===== config.mk =====
export PLATFORM = sky130hd
export DESIGN_NAME = add_seq_ctrl
export DESIGN_NICKNAME = d
export VERILOG_FILES = /design/src/rtl/add_seq_ctrl.sv
export SDC_FILE = /design/constraint.sdc
export NUM_CORES = 1
export LEC_CHECK = 0
export ABC_CLOCK_PERIOD_IN_PS = 3470
export CORE_ASPECT_RATIO = 0.5
export CORE_MARGIN = 1.5
export CORE_UTILIZATION = 30
export CTS_BUF_LIST = sky130_fd_sc_hd__clkbuf_8
export CTS_CLUSTER_SIZE = 12
export DETAILED_ROUTE_END_ITERATION = 8
export SYNTH_ARGS = -nofsm -noshare
export SYNTH_HDL_FRONTEND = slang
export SYNTH_SLANG_ARGS = --single-unit

===== constraint.sdc =====
create_clock -name clk -period 3.47 [get_ports clk]
set_input_delay 0.694 -clock clk [delete_from_list [all_inputs] [get_ports clk]]
set_output_delay 0.694 -clock clk [all_outputs]
set_load 0.01 [all_outputs]

===== src/rtl/add_seq_ctrl.sv =====
// 16-bit add/subtract that reuses one 4-bit carry-lookahead adder over four nibbles.
// Start is accepted in IDLE/DONE, four RUN cycles follow, then a one-cycle done pulse.

module cla_adder_4 (
  input  logic [3:0] i_a,
  input  logic [3:0] i_b,
  input  logic       i_c,
  output logic [3:0] o_s,
  output logic       o_c
);
  logic [3:0] w_p;
  logic [3:0] w_g;
  logic [4:0] w_c;

  assign w_p = i_a ^ i_b;
  assign w_g = i_a & i_b;

  assign w_c[0] = i_c;
  assign w_c[1] = w_g[0] | (w_p[0] & i_c);
  assign w_c[2] = w_g[1] | (w_p[1] & w_g[0]) | (w_p[1] & w_p[0] & i_c);
  assign w_c[3] = w_g[2] | (w_p[2] & w_g[1]) | (w_p[2] & w_p[1] & w_g[0])
                | (w_p[2] & w_p[1] & w_p[0] & i_c);
  assign w_c[4] = w_g[3] | (w_p[3] & w_g[2]) | (w_p[3] & w_p[2] & w_g[1])
                | (w_p[3] & w_p[2] & w_p[1] & w_g[0])
                | (w_p[3] & w_p[2] & w_p[1] & w_p[0] & i_c);

  assign o_s = w_p ^ w_c[3:0];
  assign o_c = w_c[4];
endmodule

module add_seq_ctrl (
  input  logic        clk,
  input  logic        rst,
  input  logic        start,
  input  logic [15:0] a,
  input  logic [15:0] b,
  input  logic        cin,
  input  logic        sub,
  output logic        busy,
  output logic        done,
  output logic [15:0] sum,
  output logic        cout,
  output logic        ovf
);
  typedef enum logic [1:0] {S_IDLE, S_RUN, S_DONE} state_t;

  state_t      r_state;
  logic [15:0] r_a;
  logic [15:0] r_b;
  logic        r_c;
  logic [1:0]  r_idx;
  logic [15:0] r_sum;
  logic        r_cout;
  logic        r_ovf;
  logic        r_busy;
  logic        r_done;

  logic [3:0]  w_a_nib;
  logic [3:0]  w_b_nib;
  logic [3:0]  w_s;
  logic        w_co;

  assign w_a_nib = r_a[{r_idx, 2'b00} +: 4];
  assign w_b_nib = r_b[{r_idx, 2'b00} +: 4];

  cla_adder_4 u_cla (
    .i_a (w_a_nib),
    .i_b (w_b_nib),
    .i_c (r_c),
    .o_s (w_s),
    .o_c (w_co)
  );

  // r_b holds B already inverted for subtract, so ovf compares against B'.
  always_ff @(posedge clk) begin
    if (rst) begin
      r_state <= S_IDLE;
      r_a     <= 16'h0000;
      r_b     <= 16'h0000;
      r_c     <= 1'b0;
      r_idx   <= 2'd0;
      r_sum   <= 16'h0000;
      r_cout  <= 1'b0;
      r_ovf   <= 1'b0;
      r_busy  <= 1'b0;
      r_done  <= 1'b0;
    end else begin
      case (r_state)
        S_IDLE, S_DONE: begin
          r_done <= 1'b0;
          if (start) begin
            r_a     <= a;
            r_b     <= sub ? ~b : b;
            r_c     <= sub | cin;
            r_idx   <= 2'd0;
            r_state <= S_RUN;
            r_busy  <= 1'b1;
          end else begin
            r_state <= S_IDLE;
            r_busy  <= 1'b0;
          end
        end
        S_RUN: begin
          r_sum[{r_idx, 2'b00} +: 4] <= w_s;
          r_c   <= w_co;
          r_idx <= r_idx + 2'd1;
          if (r_idx == 2'd3) begin
            r_state <= S_DONE;
            r_busy  <= 1'b0;
            r_done  <= 1'b1;
            r_cout  <= w_co;
            r_ovf   <= (r_a[15] == r_b[15]) && (w_s[3] != r_a[15]);
          end
        end
        default: begin
          r_state <= S_IDLE;
          r_busy  <= 1'b0;
          r_done  <= 1'b0;
        end
      endcase
    end
  end

  assign busy = r_busy;
  assign done = r_done;
  assign sum  = r_sum;
  assign cout = r_cout;
  assign ovf  = r_ovf;
endmodule


**Word-level counts from Yosys, hierarchy flattened**

Cells that the tools add are included.

- Div/mod/pow operators: 0
- Reduce and logical (&&, ||, !) cells: 8
- $lt $le $gt $ge: 0
- Shift-type cells: 4
- Equality and inequality tests: 7
- Add/sub/neg operators: 2
- $mul: 0
- Bitwise logic cells: 32
- Muxes and demuxes: 12

Operators with widths:

| kind | count |
|---|---|
| $shiftx A16 B5 Y4 | 2 |
| $and A1 B1 Y1 | 16 |
| $bwmux W16 | 1 |
| $mux W16 | 1 |
| $not A16 Y16 | 1 |
| $shift A4 B6 Y16 const A | 1 |
| $shiftx A4 B6 Y16 | 1 |
| $or A1 B1 Y1 | 11 |
| $pmux W2 S2 | 2 |
| $xor A4 B4 Y4 | 2 |
| $neg A4 Y6 | 1 |
| $reduce_and A2 Y1 | 3 |
| $and A4 B4 Y4 | 1 |
| $eq A2 B2 Y1 const B | 2 |
| $mux W1 | 4 |
| $mux W2 | 2 |
| $ne A2 B2 Y1 const B | 2 |
| $pmux W1 S2 | 2 |
| $reduce_or A2 Y1 | 2 |
| $add A2 B1 Y2 const B | 1 |
| $eq A2 B1 Y1 const B | 1 |
| $logic_not A2 Y1 | 1 |
| $reduce_bool A2 Y1 | 1 |
| $eq A1 B1 Y1 | 1 |
| 3 further kinds | 3 |

- Memories kept: 0
- Output and inout port bits: 20
- Word-level logic and storage cells: 75
- Bits in writable memories: 0
- Latch bits: 0
- Bits in registers: 57
- Input bits: 37
- Memory bits (read-only): 0

**Longest topological paths before layout**

Gate-level depths: netlist of run 1.

- Depth in word-level cells: 9
- Mapped depth: 7
- Mapped depth without buffers: 6

**Cells and area by module**

From an unflattened synthesis of run 1, not the netlist that was laid out.

- Cells, all modules: 290
- Area total of the unflattened synthesis: 2695.1 um^2

By module, submodules not included:

| module | cells each | times used | sequential area each (um^2) | area each (um^2) |
|---|---|---|---|---|
| add_seq_ctrl | 273 | 1 | 1121.1 | 2547.4 |
| cla_adder_4 | 17 | 1 | 0.0 | 147.6 |

**Worst setup path after synthesis of run 1**

No wires, ideal clock.

- Kind: reg2reg
- Start point: reg r_idx[0]
- End point: reg r_ovf (netlist: ovf)
- Stages on the path, launching flop included: 8
- Data arrival time: 2.546 ns
- Period minus slack after synthesis: 2.637 ns
- Required time: 3.379 ns
- Setup time: 0.091 ns
- Slack: 0.833 ns
- Buffers on the path: 1
- Cells stage by stage: dfxtp_1 -> buf_2 -> mux4_2 -> ha_1 -> a211oi_1 -> o21ai_2 -> a31o_2 -> a311oi_1

- Cells in the longest elaborated chain, start to end: 9
- Elaborated cells on any way between the ends: 17
- Those cells by class: eq/ne (2); shift (2); bitwise (11); reduce/logical (2)

RTL lines:

| element | RTL line | text |
|---|---|---|
| start: declaration | 51 | `logic [1:0] r_idx;` |
| start signal: assignment | 106 | `r_idx <= r_idx + 2'd1;` |
| $shiftx A16 B5 Y4, on equally long branches | 63, 64 |  |
| $xor A4 B4 Y4 / $and A4 B4 Y4 (equally long branches) | 15, 16 |  |
| $and A1 B1 Y1, on equally long branches | 21, 22 |  |
| $or A1 B1 Y1, or another cell as far along | 21 | `assign w_c[3] = w_g[2] \| (w_p[2] & w_g[1]) \| (w_p[2] & w_p[1] & w_g[0])` |
| $or A1 B1 Y1 / $and A1 B1 Y1 (equally long branches) | 21, 22 |  |
| $or A1 B1 Y1 | 22 | `\| (w_p[2] & w_p[1] & w_p[0] & i_c);` |
| $xor A4 B4 Y4 | 27 | `assign o_s = w_p ^ w_c[3:0];` |
| $ne A1 B1 Y1 | 112 | `r_ovf <= (r_a[15] == r_b[15]) && (w_s[3] != r_a[15]);` |
| $logic_and A1 B1 Y1 | 112 |  |
| end signal: assignment | 112 |  |
| end: declaration | 54 | `logic r_ovf;` |

Parallel ways exist; a longest one is shown, timed or not.
A chain may end at the register's enable or synchronous reset.

**Worst setup path in the final report of run 1**

Ends and elaborated chain as after synthesis.

==> results of run 1 <==
## area by class of cell
cell class,instances,area (um^2),area share
Sequential cell,56,1120,0.335
Multi-Input combinational cell,200,1410,0.421
Clock inverter,2,11.3,0.00337
Clock buffer,6,82.6,0.0247
Timing Repair Buffer,58,571,0.171
Tap cell,112,140,0.0419
Inverter,3,11.3,0.00337
## power groups by stage
stage	Combinational [mW]	Sequential [mW]	Clock (mW)
6_report	0.251	0.707	0.369
5_1_grt	0.278	0.713	0.412
4_1_cts	0.252	0.707	0.378
3_5_place_dp	0.251	0.722	0
3_3_place_gp	0.246	0.721	0
2_1_floorplan	0.168	0.710	0
## layer usage
layer	GRT usage	up-vias	wire length, um
met5	0	-	0
met4	0.0242	0	12
met3	0.0278	2	207
met2	0.242	39	2930
met1	0.194	1029	3070
li1	-	1077	-
## metrics by stage
step / cells / power, mW
after floorplan: 277 / 0.877
after global placement: 429 / 0.967
after detailed placement: 429 / 0.973
after CTS: 437 / 1.34
after global routing: 437 / 1.40
final: 437 / 1.33
## path summary, 6_finish.rpt
check / from / endpoint / slack, ns / depth (start not counted)
worst max-delay path: r_idx[0] / ovf / 0.70 / 6
worst min-delay path: sum[15] / sum[15] / 0.46 / 2
worst max register to register: r_idx[0] / ovf / 0.70 / 6
worst min register to register: sum[15] / sum[15] / 0.46 / 2
## cell families (layout without fill, tap and decap cells)
kind of cell / count (synthesis) / in the layout / share of synthesized area
compound gates: 61 / 61 / 0.158
flops: 56 / 56 / 0.430
buf+inv: 21 / 69 / 0.0331
fa+ha+maj: 11 / 11 / 0.0557
simple gates: 103 / 103 / 0.197
mux: 8 / 8 / 0.0691
xor+xnor: 17 / 17 / 0.0571
## synth_stat cells
| master | number | share of area |
|---|---|---|
| sky130_fd_sc_hd__a21o_2 | 1 | 0.0034 |
| sky130_fd_sc_hd__and4_1 | 1 | 0.0034 |
| sky130_fd_sc_hd__a21o_1 | 1 | 0.0029 |
| sky130_fd_sc_hd__xor2_1 | 1 | 0.0034 |
| sky130_fd_sc_hd__a211o_1 | 1 | 0.0034 |
| sky130_fd_sc_hd__a211oi_1 | 17 | 0.049 |
| sky130_fd_sc_hd__or2b_1 | 1 | 0.0029 |
| sky130_fd_sc_hd__dfxtp_1 | 56 | 0.43 |
| sky130_fd_sc_hd__a31o_2 | 2 | 0.0067 |
| sky130_fd_sc_hd__nor2b_1 | 2 | 0.0048 |
| sky130_fd_sc_hd__a31oi_1 | 1 | 0.0024 |
| sky130_fd_sc_hd__a32oi_1 | 4 | 0.013 |
| sky130_fd_sc_hd__nor3_1 | 2 | 0.0038 |
| sky130_fd_sc_hd__nand2b_1 | 1 | 0.0024 |
| sky130_fd_sc_hd__buf_2 | 6 | 0.012 |
| sky130_fd_sc_hd__a311oi_1 | 1 | 0.0034 |
| sky130_fd_sc_hd__nor4_4 | 1 | 0.0082 |
| sky130_fd_sc_hd__a21oi_1 | 21 | 0.040 |
| sky130_fd_sc_hd__nor2_1 | 40 | 0.058 |
| sky130_fd_sc_hd__clkbuf_1 | 12 | 0.017 |
| sky130_fd_sc_hd__ha_1 | 10 | 0.048 |
| sky130_fd_sc_hd__inv_1 | 3 | 0.0043 |
| sky130_fd_sc_hd__nand2_1 | 39 | 0.056 |
| sky130_fd_sc_hd__nor3b_1 | 1 | 0.0029 |
| sky130_fd_sc_hd__o21ai_2 | 1 | 0.0034 |
| sky130_fd_sc_hd__or2_2 | 1 | 0.0024 |
| sky130_fd_sc_hd__a22oi_1 | 9 | 0.026 |
| sky130_fd_sc_hd__nor4b_2 | 1 | 0.0058 |
| sky130_fd_sc_hd__nand3b_1 | 4 | 0.012 |
| sky130_fd_sc_hd__xnor2_1 | 16 | 0.054 |
| sky130_fd_sc_hd__and2_1 | 1 | 0.0024 |
| sky130_fd_sc_hd__fa_1 | 1 | 0.0077 |
| sky130_fd_sc_hd__o21ai_0 | 2 | 0.0038 |
| sky130_fd_sc_hd__nand4_1 | 6 | 0.014 |
| sky130_fd_sc_hd__mux4_2 | 8 | 0.069 |
| sky130_fd_sc_hd__nor4b_4 | 2 | 0.018 |
## sequential cells by signal, indices dropped and copies added (netlist names)
signal	count
sum	16
ovf	1
r_idx	2
busy	1
r_a	16
done	1
r_state	1
r_c	1
cout	1
r_b	16
## worst register-to-register path: stages (launching register included)
cell                       delay [ns]
sky130_fd_sc_hd__dfxtp_1         0.63
sky130_fd_sc_hd__mux4_2          0.62
sky130_fd_sc_hd__ha_1            0.33
sky130_fd_sc_hd__a211oi_1        0.36
sky130_fd_sc_hd__o21ai_2         0.16
sky130_fd_sc_hd__a31o_2          0.27
sky130_fd_sc_hd__a311oi_1        0.29
==> impl_metrics.prom, run 1 <==
# TYPE chip_impl_metric gauge
chip_impl_metric{name="finish.net_count",unit=""} 372
chip_impl_info{name="mostFrequentLayoutCells",value="56 x sky130_fd_sc_hd__dfxtp_1, 55 x sky130_fd_sc_hd__clkdlybuf4s50_1, 40 x sky130_fd_sc_hd__nor2_1"} 1
chip_impl_metric{name="cp_bufs_invs",unit=""} 0
chip_impl_metric{name="post_cts_setup_buffers",unit=""} 0
chip_impl_info{name="worst_path_dominant_cell_family",value="compound AO/OA/AOI/OAI gates"} 1
chip_impl_metric{name="timing.hold.ws",unit="ns"} 0.458
chip_impl_metric{name="relative_max_transition_margin",unit=""} 0.333
chip_impl_metric{name="detail_route.vias_per_cell",unit=""} 4.91
chip_impl_metric{name="antenna_violating_nets_post_route",unit=""} 0
chip_impl_metric{name="routed-via-count",unit=""} 2147
chip_impl_metric{name="power_per_cell_area",unit="mW/mm^2"} 397
chip_impl_metric{name="dp_hpwl",unit="um"} 4670
chip_impl_metric{name="avgRoutedWirePerCell",unit="um"} 14.2
chip_impl_metric{name="required",unit="ns"} 3.67
chip_impl_metric{name="core-area",unit="mm^2"} 0.00820
chip_impl_metric{name="setup_tns",unit="ns"} 0
chip_impl_metric{name="place.gp.congestion",unit=""} 0.840
chip_impl_metric{name="placed_cell_area",unit="mm^2"} 0.00325
chip_impl_metric{name="yosys_warnings",unit=""} 0
chip_impl_info{name="critical_path.cell_chain",value="mux4_2 > ha_1 > a211oi_1 > o21ai_2 > a31o_2 > a311oi_1"} 1
chip_impl_metric{name="detail_route.iter0.violations",unit=""} 147
chip_impl_metric{name="fin_worst_skew",unit="ns"} 0.00477
chip_impl_metric{name="rows",unit=""} 23
chip_impl_metric{name="finish.utilization",unit=""} 0.408
chip_impl_metric{name="overflow",unit=""} 0
chip_impl_metric{name="postSynthRegisterBits",unit=""} 56
chip_impl_metric{name="num-fill-cells",unit=""} 814
chip_impl_metric{name="max_stage_delay",unit="ns"} 0.63
chip_impl_metric{name="drt_pass1_iterations",unit=""} 4
chip_impl_info{name="setup_repair_after_global_routing_missed_its_margin",value="no"} 1
chip_impl_metric{name="final_area",unit="mm^2"} 0.00334
chip_impl_metric{name="p_leak",unit="nW"} 1.18
chip_impl_metric{name="report.final.setup_viol",unit=""} 0
chip_impl_metric{name="synth_cells",unit=""} 277
chip_impl_info{name="criticalPathCategory",value="flip-flop to flip-flop"} 1
chip_impl_metric{name="number_of_buffers_added_by_the_clock_tree_synthesis_step",unit=""} 5
chip_impl_metric{name="power.share.clock",unit=""} 0.278
chip_impl_metric{name="period_minus_slack",unit="ns"} 2.77
chip_impl_metric{name="seq_power_share",unit=""} 0.533
chip_impl_metric{name="hold_violations",unit=""} 0
chip_impl_info{name="crit_slowest_cell",value="sky130_fd_sc_hd__dfxtp_1"} 1
chip_impl_metric{name="switching_power",unit="uW"} 367
chip_impl_metric{name="p_comb_frac",unit=""} 0.189
chip_impl_info{name="status",value="finished clean"} 1
chip_impl_metric{name="clock_latency",unit="ns"} 0.30
chip_impl_info{name="startpoint_type",value="flip-flop"} 1
chip_impl_metric{name="mean_instance_size_in_the_synthesized_netlist",unit="um^2"} 9.41
chip_impl_info{name="end_kind",value="flip-flop"} 1
chip_impl_info{name="clock_tree_from_tritoncts",value="yes"} 1
chip_impl_metric{name="drcViolationCount",unit=""} 0
chip_impl_metric{name="global_route_wire_length_before_repair",unit="um"} 10300
chip_impl_metric{name="routed_wirelength",unit="um"} 6220
chip_impl_metric{name="period_share",unit=""} 0.798
chip_impl_metric{name="cts-hold-fix-buffers",unit=""} 0
chip_impl_metric{name="fin_ws",unit="ns"} 0.702
chip_impl_metric{name="port_buffers",unit=""} 56
chip_impl_metric{name="antenna-diode-count",unit=""} 0
chip_impl_metric{name="max_slew.worst_pin.slew",unit="ns"} 1.00
chip_impl_info{name="timing.hold.worst.class",value="flip-flop to flip-flop"} 1
chip_impl_metric{name="worst_ep_arrival_time",unit="ns"} 2.97
chip_impl_info{name="cts_root_buf",value="sky130_fd_sc_hd__clkbuf_8"} 1
chip_impl_metric{name="syn_nets",unit=""} 325
chip_impl_metric{name="post_synth_instance_area",unit="mm^2"} 0.00261
chip_impl_metric{name="dieHeight",unit="um"} 68.9
chip_impl_metric{name="design.portCount",unit=""} 57
chip_impl_metric{name="die-width",unit="um"} 135
chip_impl_metric{name="max_freq",unit="MHz"} 361
chip_impl_metric{name="grt_pass1_vias",unit=""} 2063
chip_impl_metric{name="cts.sink_count",unit=""} 56
chip_impl_metric{name="grt_start_max_net_pins",unit=""} 57
chip_impl_metric{name="start_util",unit=""} 0.318
chip_impl_metric{name="flow.area_growth_from_synthesis",unit="%"} 28.3
chip_impl_metric{name="number_of_slew_limit_violations_in_the_final_report",unit=""} 0
chip_impl_metric{name="postCtsResizedCells",unit=""} 0
chip_impl_metric{name="antenna_violations_before_repair",unit=""} 0
chip_impl_metric{name="cts_htree_levels",unit=""} 2
chip_impl_metric{name="grt_use_total",unit=""} 0.143
chip_impl_metric{name="drive_gt1_frac",unit=""} 0.0862
chip_impl_metric{name="critPathMaxFanout",unit=""} 9
chip_impl_metric{name="place_worst_setup_slack",unit="ns"} 0.717
chip_impl_metric{name="cell_internal_pwr",unit="uW"} 960
chip_impl_info{name="most_frequent_standard_cell_in_the_layout_excluding_fill_and_tap_cells",value="sky130_fd_sc_hd__dfxtp_1"} 1
chip_impl_metric{name="clk_path_buf_depth",unit=""} 2
chip_impl_metric{name="synth_seq_area_share",unit=""} 0.430
chip_impl_metric{name="clk_pin_slew",unit="ns"} 0.10
chip_impl_metric{name="design.die.area",unit="mm^2"} 0.00929
chip_impl_metric{name="synth_cell_type_count",unit=""} 36
chip_impl_metric{name="max_cap_violations",unit=""} 0
chip_impl_metric{name="switching_share",unit=""} 0.276
chip_impl_metric{name="vdd.ir_drop.worst",unit="uV"} 136
No activity file was read; power rests on OpenSTA's default activity.
==> run 2: changes to the inputs <==
ABC_CLOCK_PERIOD_IN_PS = 2300   (was 3470)
clock period = 2.3 ns   (was 3.47 ns; I/O delays follow)
==> run 2 against run 1 <==
Global-route usage about the same. Die area unchanged. Design area increased by 5.6%. Via count increased by 2.3%. Sequential share of layout area decreased by 1.7 points. Combinational power increased by 77%. Routed wire length increased by 1.2%. Sequential cell count unchanged. Non-clock buffer count increased by 12. Highest routed layer unchanged. Fmax increased by 24%. Critical path depth unchanged. Register-to-register slack got worse by 0.64 ns.
==> impl_metrics.prom, run 2 (same netlist as run 1, synthesis figures left out) <==
# TYPE chip_impl_metric gauge
chip_impl_metric{name="grt_start_max_net_pins",unit=""} 57
chip_impl_metric{name="avgRoutedWirePerCell",unit="um"} 14.1
chip_impl_metric{name="drive_gt1_frac",unit=""} 0.137
chip_impl_metric{name="final_cell_count_no_fill",unit=""} 448
chip_impl_info{name="critical_path.cell_chain",value="mux4_2 > ha_4 > a21o_2 > a211o_4 > a32oi_1 > nor2_1"} 1
chip_impl_metric{name="number_of_slew_limit_violations_in_the_final_report",unit=""} 0
chip_impl_metric{name="setup_tns",unit="ns"} 0
chip_impl_metric{name="hold_violations",unit=""} 0
chip_impl_metric{name="p_leak",unit="nW"} 1.26
chip_impl_info{name="criticalPathCategory",value="flip-flop to flip-flop"} 1
chip_impl_metric{name="port_buffers",unit=""} 56
chip_impl_metric{name="placed_cell_area",unit="mm^2"} 0.00335
chip_impl_metric{name="drcViolationCount",unit=""} 0
chip_impl_metric{name="rows",unit=""} 23
chip_impl_metric{name="place.gp.congestion",unit=""} 0.836
chip_impl_metric{name="number_of_buffers_added_by_the_clock_tree_synthesis_step",unit=""} 5
chip_impl_metric{name="power_per_cell_area",unit="mW/mm^2"} 604
chip_impl_metric{name="worst_ep_arrival_time",unit="ns"} 2.42
chip_impl_metric{name="period_minus_slack",unit="ns"} 2.24
chip_impl_info{name="mostFrequentLayoutCells",value="55 x sky130_fd_sc_hd__dfxtp_1, 55 x sky130_fd_sc_hd__clkdlybuf4s50_1, 40 x sky130_fd_sc_hd__nor2_1"} 1
chip_impl_metric{name="antenna_violations_before_repair",unit=""} 0
chip_impl_metric{name="cts-hold-fix-buffers",unit=""} 0
chip_impl_metric{name="design.die.area",unit="mm^2"} 0.00929
chip_impl_metric{name="design.portCount",unit=""} 57
chip_impl_metric{name="drt_pass1_iterations",unit=""} 4
chip_impl_info{name="clock_tree_from_tritoncts",value="yes"} 1
chip_impl_metric{name="report.final.setup_viol",unit=""} 0
chip_impl_metric{name="seq_power_share",unit=""} 0.498
chip_impl_metric{name="switching_power",unit="uW"} 564
chip_impl_metric{name="required",unit="ns"} 2.49
chip_impl_metric{name="cp_bufs_invs",unit=""} 0
chip_impl_info{name="r2r_start",value="r_idx[0]"} 1
chip_impl_metric{name="antenna_violating_nets_post_route",unit=""} 0
chip_impl_metric{name="max_freq",unit="MHz"} 447
chip_impl_metric{name="clk_path_buf_depth",unit=""} 2
chip_impl_metric{name="flow.area_growth_from_synthesis",unit="%"} 35.4
chip_impl_info{name="worst_path_dominant_cell_family",value="compound AO/OA/AOI/OAI gates"} 1
chip_impl_metric{name="numPlacedInstances",unit=""} 438
chip_impl_info{name="startpoint_type",value="flip-flop"} 1
chip_impl_metric{name="grt_use_total",unit=""} 0.143
chip_impl_metric{name="detail_route.vias_per_cell",unit=""} 4.90
chip_impl_metric{name="finish.net_count",unit=""} 384
chip_impl_info{name="setup_repair_after_global_routing_missed_its_margin",value="yes"} 1
chip_impl_metric{name="final_area",unit="mm^2"} 0.00353
chip_impl_metric{name="relative_max_transition_margin",unit=""} 0.597
chip_impl_metric{name="clk_pin_slew",unit="ns"} 0.09
chip_impl_info{name="end_kind",value="flip-flop"} 1
chip_impl_metric{name="period_share",unit=""} 0.973
chip_impl_info{name="worst_hold_startpoint",value="r_a[0]"} 1
chip_impl_metric{name="max_slew.worst_pin.slew",unit="ns"} 0.605
chip_impl_metric{name="antenna-diode-count",unit=""} 0
chip_impl_metric{name="cts_htree_levels",unit=""} 2
chip_impl_info{name="crit_start",value="r_idx[0]"} 1
chip_impl_metric{name="vdd.ir_drop.worst",unit="uV"} 298
chip_impl_metric{name="cell_internal_pwr",unit="mW"} 1.57
chip_impl_metric{name="routed-via-count",unit=""} 2196
chip_impl_metric{name="routed_wirelength",unit="um"} 6300
chip_impl_metric{name="die-width",unit="um"} 135
chip_impl_metric{name="clock_latency",unit="ns"} 0.31
chip_impl_metric{name="core-area",unit="mm^2"} 0.00820
chip_impl_metric{name="fin_worst_skew",unit="ns"} 0.00481
chip_impl_metric{name="report.power.total",unit="mW"} 2.13
chip_impl_metric{name="detail_route.iter0.violations",unit=""} 102
chip_impl_metric{name="p_comb_frac",unit=""} 0.209
chip_impl_info{name="timing.hold.worst.class",value="flip-flop to flip-flop"} 1
chip_impl_metric{name="overflow",unit=""} 0
chip_impl_metric{name="cts.sink_count",unit=""} 56
chip_impl_info{name="status",value="finished clean"} 1
chip_impl_metric{name="global_route_wire_length_before_repair",unit="um"} 10400
chip_impl_metric{name="critPathMaxFanout",unit=""} 7
chip_impl_metric{name="start_util",unit=""} 0.318
chip_impl_metric{name="dp_hpwl",unit="um"} 4690
chip_impl_info{name="cts_root_buf",value="sky130_fd_sc_hd__clkbuf_8"} 1
chip_impl_metric{name="max_stage_delay",unit="ns"} 0.57
chip_impl_metric{name="dieHeight",unit="um"} 68.9
chip_impl_metric{name="finish.utilization",unit=""} 0.430
chip_impl_info{name="crit_slowest_cell",value="sky130_fd_sc_hd__mux4_2"} 1
chip_impl_metric{name="switching_share",unit=""} 0.264
chip_impl_metric{name="power.share.clock",unit=""} 0.294
chip_impl_metric{name="num-fill-cells",unit=""} 800
chip_impl_metric{name="grt_pass1_vias",unit=""} 2176
chip_impl_metric{name="max_cap_violations",unit=""} 0
## run 2: changes by cell type in the layout (fill, tap and decap cells not counted), moves of 2 or more
cell                     change
sky130_fd_sc_hd__buf_12      +3
sky130_fd_sc_hd__buf_4       +9
sky130_fd_sc_hd__ha_4        +2
sky130_fd_sc_hd__ha_1        -2
## run 2: timing repair
item                       CTS  global route
buffers inserted             1             2
setup endpoints to repair    5            14
pin swaps                    0             5
resized for setup            1             5
## run 2: worst paths after layout
path                            slack (ns)  cells after the start  endpoint
worst max-delay path                  0.06                      6   sum[10]
worst min register to register        0.46                      2    r_a[0]
worst min-delay path                  0.46                      2    r_a[0]
worst max register to register        0.06                      6   sum[10]
## run 2: final cells by class
type / instances / area, um^2 / share of cell area
Inverter: 3 / 11.3 / 0.00319
Sequential cell: 56 / 1120 / 0.319
Tap cell: 112 / 140 / 0.0397
Clock buffer: 5 / 68.8 / 0.0195
Clock inverter: 2 / 33.8 / 0.00957
Timing Repair Buffer: 70 / 698 / 0.198
Multi-Input combinational cell: 200 / 1450 / 0.412
## run 2: power by group through the flow
stage	combinational (mW)	sequential (mW)	clock, mW
6_report	0.445	1.06	0.626
5_1_grt	0.491	1.07	0.684
4_1_cts	0.423	1.06	0.643
3_5_place_dp	0.413	1.09	0
3_3_place_gp	0.403	1.08	0
2_1_floorplan	0.257	1.07	0
## run 2: tightest hold or removal path, delay by kind of cell, from the launching register on
| family | cells | cell delay [ns] |
|---|---|---|
| compound gates | 1 | 0.05 |
| flops | 1 | 0.32 |
| simple gates | 1 | 0.05 |
## run 2: metal layers
| layer | vias up | routed length [um] | track usage |
|---|---|---|---|
| met3 | 9 | 282 | 0.0300 |
| met5 | - | 0 | 0 |
| met2 | 48 | 3060 | 0.258 |
| met1 | 1041 | 2880 | 0.174 |
| met4 | 0 | 74 | 0.0470 |
| li1 | 1098 | - | - |
## run 2: metrics by stage
| stage | hold slack [ns] | setup WS, ns |
|---|---|---|
| floorplan | 0.433 | 0.0125 |
| global placement | 0.445 | 0.0399 |
| detailed placement | 0.449 | -0.0151 |
| CTS | 0.463 | 0.00942 |
| global route | 0.478 | -0.0654 |
| finish | 0.460 | 0.0613 |
